$ cat src/rtl/upsp_pkg.sv
// Shared types and width helpers for the upsp write-arbiter slice.
package upsp_pkg;

  typedef enum logic {
    ST_IDLE  = 1'b0,
    ST_BURST = 1'b1
  } arb_state_t;

  function automatic int idx_w(input int n);
    return (n > 1) ? $clog2(n) : 1;
  endfunction

  function automatic int beat_w(input int n);
    return $clog2(n) + 1;
  endfunction

  function automatic int cnt_w(input int n);
    return (n > 1) ? $clog2(n + 1) : 1;
  endfunction

  localparam int GRANT_W_DEF = idx_w(4);
  localparam int BEAT_W_DEF  = beat_w(4);
  localparam int FRAME_W_DEF = cnt_w(8294400);

endpackage

$ cat src/rtl/upsp_wr_arbiter_rr_pick.sv
// Rotating-priority selector: first set request at or above ptr, with wrap.
module rr_pick #(
  parameter int N = 4,
  parameter int W = 2
) (
  input  logic [N-1:0] req,
  input  logic [W-1:0] ptr,
  output logic [W-1:0] idx,
  output logic         any
);

  int         j;
  logic [W-1:0] jj;

  // Walk offsets high to low so the smallest offset from ptr wins.
  always_comb begin
    idx = '0;
    any = 1'b0;
    j   = 0;
    jj  = '0;
    for (int k = N - 1; k >= 0; k--) begin
      j = int'(ptr) + k;
      if (j >= N) j = j - N;
      jj = W'(j);
      if (req[jj]) begin
        idx = jj;
        any = 1'b1;
      end
    end
  end

endmodule

$ cat src/rtl/upsp_wr_arbiter.sv
// Round-robin write arbiter merging N_REQ beat streams into one.
// UPSP_ARB_BURST_LOCK_EN holds each grant for BURST_LEN beats.
module upsp_wr_arbiter
  import upsp_pkg::*;
#(
  parameter int N_REQ       = 4,
  parameter int DATA_WIDTH  = 96,
  parameter int BURST_LEN   = 4,
  parameter int FRAME_BEATS = 8294400
) (
  input  logic                        clk,
  input  logic                        rst,
  input  logic [N_REQ-1:0]            req_wvalid,
  input  logic [N_REQ*DATA_WIDTH-1:0] req_wdata,
  output logic [N_REQ-1:0]            req_wready,
  output logic                        ac_wvalid,
  output logic [DATA_WIDTH-1:0]       ac_wdata,
  input  logic                        ac_wready,
  output logic [idx_w(N_REQ)-1:0]     grant_id,
  input  logic                        frame_start,
  output logic                        frame_done
);

  localparam int GW = idx_w(N_REQ);
  localparam int BW = beat_w(BURST_LEN);
  localparam int FW = cnt_w(FRAME_BEATS);
`ifdef UPSP_ARB_BURST_LOCK_EN
  localparam int EFF_LEN = BURST_LEN;
`else
  localparam int EFF_LEN = 1;
`endif

  arb_state_t     state;
  logic [GW-1:0]  grant;
  logic [GW-1:0]  rr_ptr;
  logic [GW-1:0]  nxt_ptr;
  logic [GW-1:0]  pick_idx;
  logic           pick_any;
  logic [BW-1:0]  beat_cnt;
  logic [FW-1:0]  frame_cnt;
  logic [FW-1:0]  frame_nxt;
  logic           xfer;
  logic           last;

  rr_pick #(
    .N (N_REQ),
    .W (GW)
  ) u_pick (
    .req (req_wvalid),
    .ptr (rr_ptr),
    .idx (pick_idx),
    .any (pick_any)
  );

  always_comb begin
    ac_wvalid  = 1'b0;
    ac_wdata   = '0;
    req_wready = '0;
    if (state == ST_BURST) begin
      ac_wvalid         = req_wvalid[grant];
      ac_wdata          = req_wdata[int'(grant)*DATA_WIDTH +: DATA_WIDTH];
      req_wready[grant] = ac_wready;
    end
  end

  assign xfer     = ac_wvalid & ac_wready;
  assign last     = xfer && (beat_cnt == BW'(EFF_LEN - 1));
  assign nxt_ptr  = (grant == GW'(N_REQ - 1)) ? '0 : grant + 1'b1;
  assign grant_id = grant;

  // A coincident frame_start restarts the count with this beat as beat 1.
  assign frame_nxt  = frame_start ? FW'(1) : frame_cnt + 1'b1;
  assign frame_done = xfer && (frame_nxt == FW'(FRAME_BEATS));

  always_ff @(posedge clk or posedge rst) begin
    if (rst) begin
      state    <= ST_IDLE;
      grant    <= '0;
      rr_ptr   <= '0;
      beat_cnt <= '0;
    end else begin
      unique case (state)
        ST_IDLE: begin
          beat_cnt <= '0;
          if (pick_any) begin
            grant <= pick_idx;
            state <= ST_BURST;
          end
        end
        ST_BURST: begin
          if (last) begin
            state    <= ST_IDLE;
            beat_cnt <= '0;
            rr_ptr   <= nxt_ptr;
          end else if (xfer) begin
            beat_cnt <= beat_cnt + 1'b1;
          end
        end
        default: state <= ST_IDLE;
      endcase
    end
  end

  always_ff @(posedge clk or posedge rst) begin
    if (rst) begin
      frame_cnt <= '0;
    end else if (xfer) begin
      frame_cnt <= frame_done ? '0 : frame_nxt;
    end else if (frame_start) begin
      frame_cnt <= '0;
    end
  end

endmodule
$ cat config.mk
export PLATFORM = sky130hd
export DESIGN_NAME = upsp_wr_arbiter
export DESIGN_NICKNAME = d
export VERILOG_FILES = /design/src/rtl/upsp_pkg.sv /design/src/rtl/upsp_wr_arbiter_rr_pick.sv /design/src/rtl/upsp_wr_arbiter.sv
export SDC_FILE = /design/constraint.sdc
export NUM_CORES = 1
export LEC_CHECK = 0
export CAP_MARGIN = 10
export CORE_AREA = 10 10 187 189
export CTS_BUF_LIST = sky130_fd_sc_hd__clkbuf_16
export CTS_CLUSTER_SIZE = 40
export DETAILED_ROUTE_END_ITERATION = 16
export DIE_AREA = 0 0 197 199
export PLACE_DENSITY = 0.57
export SYNTH_ARGS = -nofsm -noshare
export SYNTH_HDL_FRONTEND = slang
export SYNTH_SLANG_ARGS = --single-unit
$ cat constraint.sdc
create_clock -name clk -period 6.2 [get_ports clk]
set_input_delay 0.93 -clock clk [delete_from_list [all_inputs] [get_ports clk]]
set_output_delay 0.93 -clock clk [all_outputs]
set_load 0.01 [all_outputs]
Word level (Yosys, flattened, before mapping)
Index checks and enable logic that the tools add are counted.
{ "word_totals": {"regBits": 31, "latch_bits": 0, "ram_bits": 0, "rom_bits": 0, "in_bits": 392, "output_inout_bits": 104, "word_cells": 78, "memories": 0} }
{ "op_classes": {"add_sub_neg": 10, "n_mul": 1, "div_mod_pow": 0, "magnitude_cmp": 10, "eq_ne": 3, "shifts": 1, "mux": 38, "bitwise_logic": 3, "reduce_logical": 7} }
{ "op_table": {"columns": ["cell", "count"], "rows": [
  ["384-bit by 10-bit variable part select with 96-bit output", 1],
  ["96-bit 2-to-1 mux", 1],
  ["23-bit 2-to-1 mux", 4],
  ["23-bit by 1-bit adder with 23-bit output (second input constant)", 1],
  ["23-bit equality test (second input constant)", 1],
  ["2-bit 2-to-1 mux", 9],
  ["2-bit by 3-bit less-than comparator with 1-bit output (second input constant)", 5],
  ["1-bit 2-to-1 mux", 13],
  ["1-bit binary-select mux with 2-bit select", 5],
  ["3-bit greater-or-equal comparator (second input constant)", 3],
  ["2-bit by 1-bit subtractor with 2-bit output (second input constant)", 4],
  ["2-bit by 2-bit adder with 3-bit output (second input constant)", 2],
  ["3-bit 2-to-1 mux", 2],
  ["3-bit one-hot mux with 2 select lines", 1],
  ["4-bit AND", 1],
  ["2-bit by 2-bit multiplier with 4-bit output (second input constant)", 1],
  ["4-bit 2-to-1 mux", 1],
  ["2-bit AND reduction", 2],
  ["2-bit by 1-bit adder with 3-bit output (second input constant)", 1],
  ["3-bit by 1-bit adder with 3-bit output (second input constant)", 1],
  ["2-bit by 3-bit greater-or-equal comparator with 1-bit output (second input constant)", 1],
  ["1-bit logical AND", 3],
  ["3-bit zero test", 1],
  ["3-bit by 1-bit != test with 1-bit output (second input constant)", 1],
  ["8 further kinds", 8]
]} }

Logic depth before layout (Yosys ltp)
{ "depth": {"ltp_word": 11, "mapped_depth": 10, "ltp_nobuf": 9} }

Cells and area by module
Synthesis repeated with hierarchy kept, for this count alone.
{ "hier_totals": {"cells_unflattened": 478, "area_unflattened_um2": 5021.1} }
{ "by_module_without_submodules": {"columns": ["mod", "instances", "cells_per_inst", "area_each_um2", "seq_area_each_um2"], "rows": [
  ["upsp_wr_arbiter", 1, 465, 4943.5, 775.7],
  ["rr_pick", 1, 13, 77.6, 0.0]
]} }

Least setup slack after synthesis
OpenSTA, ideal clock, no wires.
{ "synth_timing": {"path_kind": "in2out", "start": "in frame_start", "end": "out frame_done", "arrival_ps": 2561, "required_ps": 5270, "setup_slack_ps": 2709, "stages": 8, "path_buffers": 1, "cell_sequence": "clkbuf_1 > inv_1 > a221oi_1 > a31oi_1 > a2111oi_0 > o2111a_2 > nand4b_4 > nor2_1"} }
{ "synth_via": {"elab_chain_cells": 3} }
{ "synth_rtl": {"columns": ["item", "line_no", "rtl"], "rows": [
  ["start, declared", "upsp_wr_arbiter.sv:20", "input logic frame_start,"],
  ["23-bit 2-to-1 mux", "upsp_wr_arbiter.sv:72", "assign frame_nxt = frame_start ? FW'(1) : frame_cnt + 1'b1;"],
  ["23-bit equality test", "upsp_wr_arbiter.sv:73", "assign frame_done = xfer && (frame_nxt == FW'(FRAME_BEATS));"],
  ["1-bit logical AND", "upsp_wr_arbiter.sv:73", null],
  ["end, declared", "upsp_wr_arbiter.sv:21", "output logic frame_done"]
]} }
No other way between the ends.

Final worst setup path
Same ends and word-level chain as after synthesis.

==> out/summary.txt <==
GPL Wtd Cong: 0.8826
CTS resizes: 0
Die ar.: 0.03920 mm2
Dpl cell area: 0.01036 mm2
Final Power: 0.003116 W
Seq pwr share: 9.3%
Std cell rows: 65
Clk sinks: 31
Worst Setup End Kind: output pin
Number of max-cap violations: 0
Share of layout cells above drive strength 1: 13.49%
Worst Max-Slew Pin Slew: 0.7670 ns
Clock slew at the register clock pins of the worst setup and hold paths: 0.05 ns
Syn Area/Cell: 10.67 um2
Final slew viol count: 0
Via Count: 5,994
Detailed Place HPWL: 30.18 mm
Total Neg Setup Slack: 0 ns
Pwr Density: 295.5 mW/mm2
FF-to-FF End: frame_cnt[12]
Initial antenna violation count: 11
Syn Inst Count: 468
CTS H-tree lvls: 2
Skew-Pair Late Insertion Delay: 0.28 ns
Hold path depth: 2
Syn. warnings: 0
Syn_nets: 867
Critical path fanouts, max: 26
Post-CTS setup buffers: 0
Critical path arrival: 3.57 ns
Cts hold-fix bufs: 0
GRT Total Usage: 16.60%
Worst setup SP type: input pin
Inst Count DP: 1,328
Top-count cell post-synth: and2_1
Status: finished, final reports clean
Final non-filler cell total: 1,345
VDD IR max: 268.7 uV
Clock Power Share: 8.9%
DIE WIDTH: 197 um
Switching share of power: 38.09%
First-pass GRT wire length: 47.47 mm
Number of enable flip-flop cells after synthesis: 0
Met1 usage: 18.49%
CTS tree: done
# IOs: 496
Worst R2R Start: frame_cnt[2]
WP data required: 5.27 ns
Core footprint: 0.03123 mm2
Area added between synthesis and finish: 111.1%
Worst hold start: beat_cnt[1]
Sequential area share after synthesis: 15.53%
Post-synth top area cell: mux4_2
CTS max path bufs: 2
Design Area, Final: 0.01055 mm2
DR WL/cell: 25.86 um
Max Fclk: 222.1 MHz
Area contributors post-synth: mux4_2, dfrtp_1, and2_1
Post-Syn Area: 0.004995 mm2
Die Ht: 199 um
Worst hold-check path type: flip-flop to flip-flop
Vias/cell: 4.457
Grt met3 use: 5.576%
ANT nets after route: 0
Post-synthesis register bit count: 31
Hold Crit Endpoint: beat_cnt[1]
Congestion Overflow GR: 0
1st-pass router iterations: 5
Library cells used by synthesis: 50
Initial Utilization: 15.99%
Post-synth ARST share: 100.0%
Residual DRC count: 0
Ys flop type: dfrtp_1
Vias in the first global route: 6,372
Most frequent cells after synthesis: and2_1, mux4_2, clkbuf_1, dfrtp_1, nor2_1
Final Hold Viols: 0
Rel. slew slack: 48.87%
P_leak: 3.735 nW
DRT iter0 DRCs: 384
Root Driver: clkbuf_16
Yosys top cell area share: 43.74%
FF-to-FF path depth: 8
WS Path Type: input pin to output pin
R2r setup slk: 3.33 ns
M2 GR Usage: 29.85%
DRT Wirelength: 34.78 mm
Final Critical Period: 4.503 ns
Fill cells: 3,179
TritonCTS buffer count: 5
Layout Nets: 1,332
Most Crowded Layer GR: met2
Clock Skews: 0.006176 ns
Internal power: 0.001929 W
Fin crit share: 72.63%
Port Buf Inserts: 495
Sw Pwr: 0.001187 W
Endpoints failing setup: 0
RSZ-0062 raised after global routing: false
Combinational power share: 81.8%
Largest net degree at the start of global routing: 69
logic make-up after synthesis:
| family | share of synthesized area (%) |
|---|---|
| AOI/OAI and AO/OA | 5.912 |
| xor gates and xnor gates | 3.507 |
| adders and majority gates | 1.753 |
| buffers and inverters | 4.484 |
| DFF | 15.53 |
| muxes | 44.69 |
| and+or+nand+nor | 24.12 |
per-stage QoR:
step	utilization, %	hold slack [ns]	worst slack (ns)
final	33.77	0.5307	1.697
after detailed placement	33.17	0.5219	1.629
after global routing	33.75	0.5696	1.495
after CTS	33.69	0.5387	1.622
after floorplan	-	0.4832	2.709
after global placement	33.17	0.5161	1.593
registers in the layout (all words and copies together) (netlist names):
name,count
beat_cnt,3
frame_cnt,23
grant_id,2
rr_ptr,2
state,1
power by group through the flow:
stage	registers, W	clock network (W)	logic [W]
5_1_grt	0.000300	0.000291	0.00274
3_5_place_dp	0.000296	0	0.00258
6_report	0.000290	0.000276	0.00255
4_1_cts	0.000292	0.000284	0.00261
2_1_floorplan	0.000242	0	0.00133
3_3_place_gp	0.000298	0	0.00260
routing by layer:
| metal | wire length, um | part of all wire (%) |
|---|---|---|
| met5 | 0 | 0 |
| met4 | 182 | 0.52 |
| met3 | 2858 | 8.2 |
| met2 | 19050 | 55 |
| met1 | 12690 | 36 |
cell type report:
cell class | instances | area, um2 | share of cell area, %
repair buffers | 504 | 5035 | 47.75
well taps | 402 | 503.0 | 4.770
flip-flops and latches | 31 | 784.5 | 7.439
diodes | 9 | 22.52 | 0.2136
clock inverters | 3 | 38.79 | 0.3678
inverters | 11 | 41.29 | 0.3916
clock buffers | 5 | 125.1 | 1.187
multi-input cells | 380 | 3995 | 37.89
critical path, stage by stage:
cell and delay, ns:
clkdlybuf4s50_1 0.42, buf_4 0.24, nor2b_1 0.20, o2111ai_1 0.13, a2111oi_0 0.46, o2111a_2 0.31
nand4b_4 0.18, nor2_1 0.14, clkdlybuf4s50_1 0.55
worst max path at each step:
stage	depth (start not counted)	slack, ns	endpoint	from
after floorplan	8	2.71	frame_done	frame_start
after global placement	9	1.59	frame_done	frame_start
after detailed placement	9	1.63	frame_done	frame_start
after CTS	9	1.62	frame_done	frame_start
after global routing	9	1.50	frame_done	frame_start
final	9	1.70	frame_done	frame_start
cells in the final DEF, fill, tap and decap left out, types with 2 or more instances in the layout:
master / netlist / layout
nand3_1: 19 / 19
clkbuf_16: 0 / 5
a31oi_1: 7 / 7
and4_1: 2 / 2
buf_4: 2 / 8
nor2b_1: 4 / 4
nor2_1: 21 / 21
dfrtp_1: 31 / 28
inv_1: 11 / 11
o21ai_0: 6 / 6
ha_1: 7 / 7
nand2_1: 18 / 18
or3_1: 4 / 4
mux4_2: 97 / 97
o22ai_1: 2 / 2
mux2_2: 2 / 2
nor3_1: 8 / 8
nor3b_1: 2 / 2
nor4_1: 2 / 2
diode_2: 0 / 9
nand4_1: 6 / 6
clkdlybuf4s50_1: 0 / 495
o31ai_1: 2 / 2
a21oi_1: 20 / 20
and3_1: 10 / 10
xnor2_1: 9 / 9
nand4b_1: 2 / 2
and2_1: 98 / 98
xor2_1: 11 / 11
nand3b_1: 2 / 2
dfrtp_4: 0 / 2
Note: power is estimated with default switching activity, not from simulation.
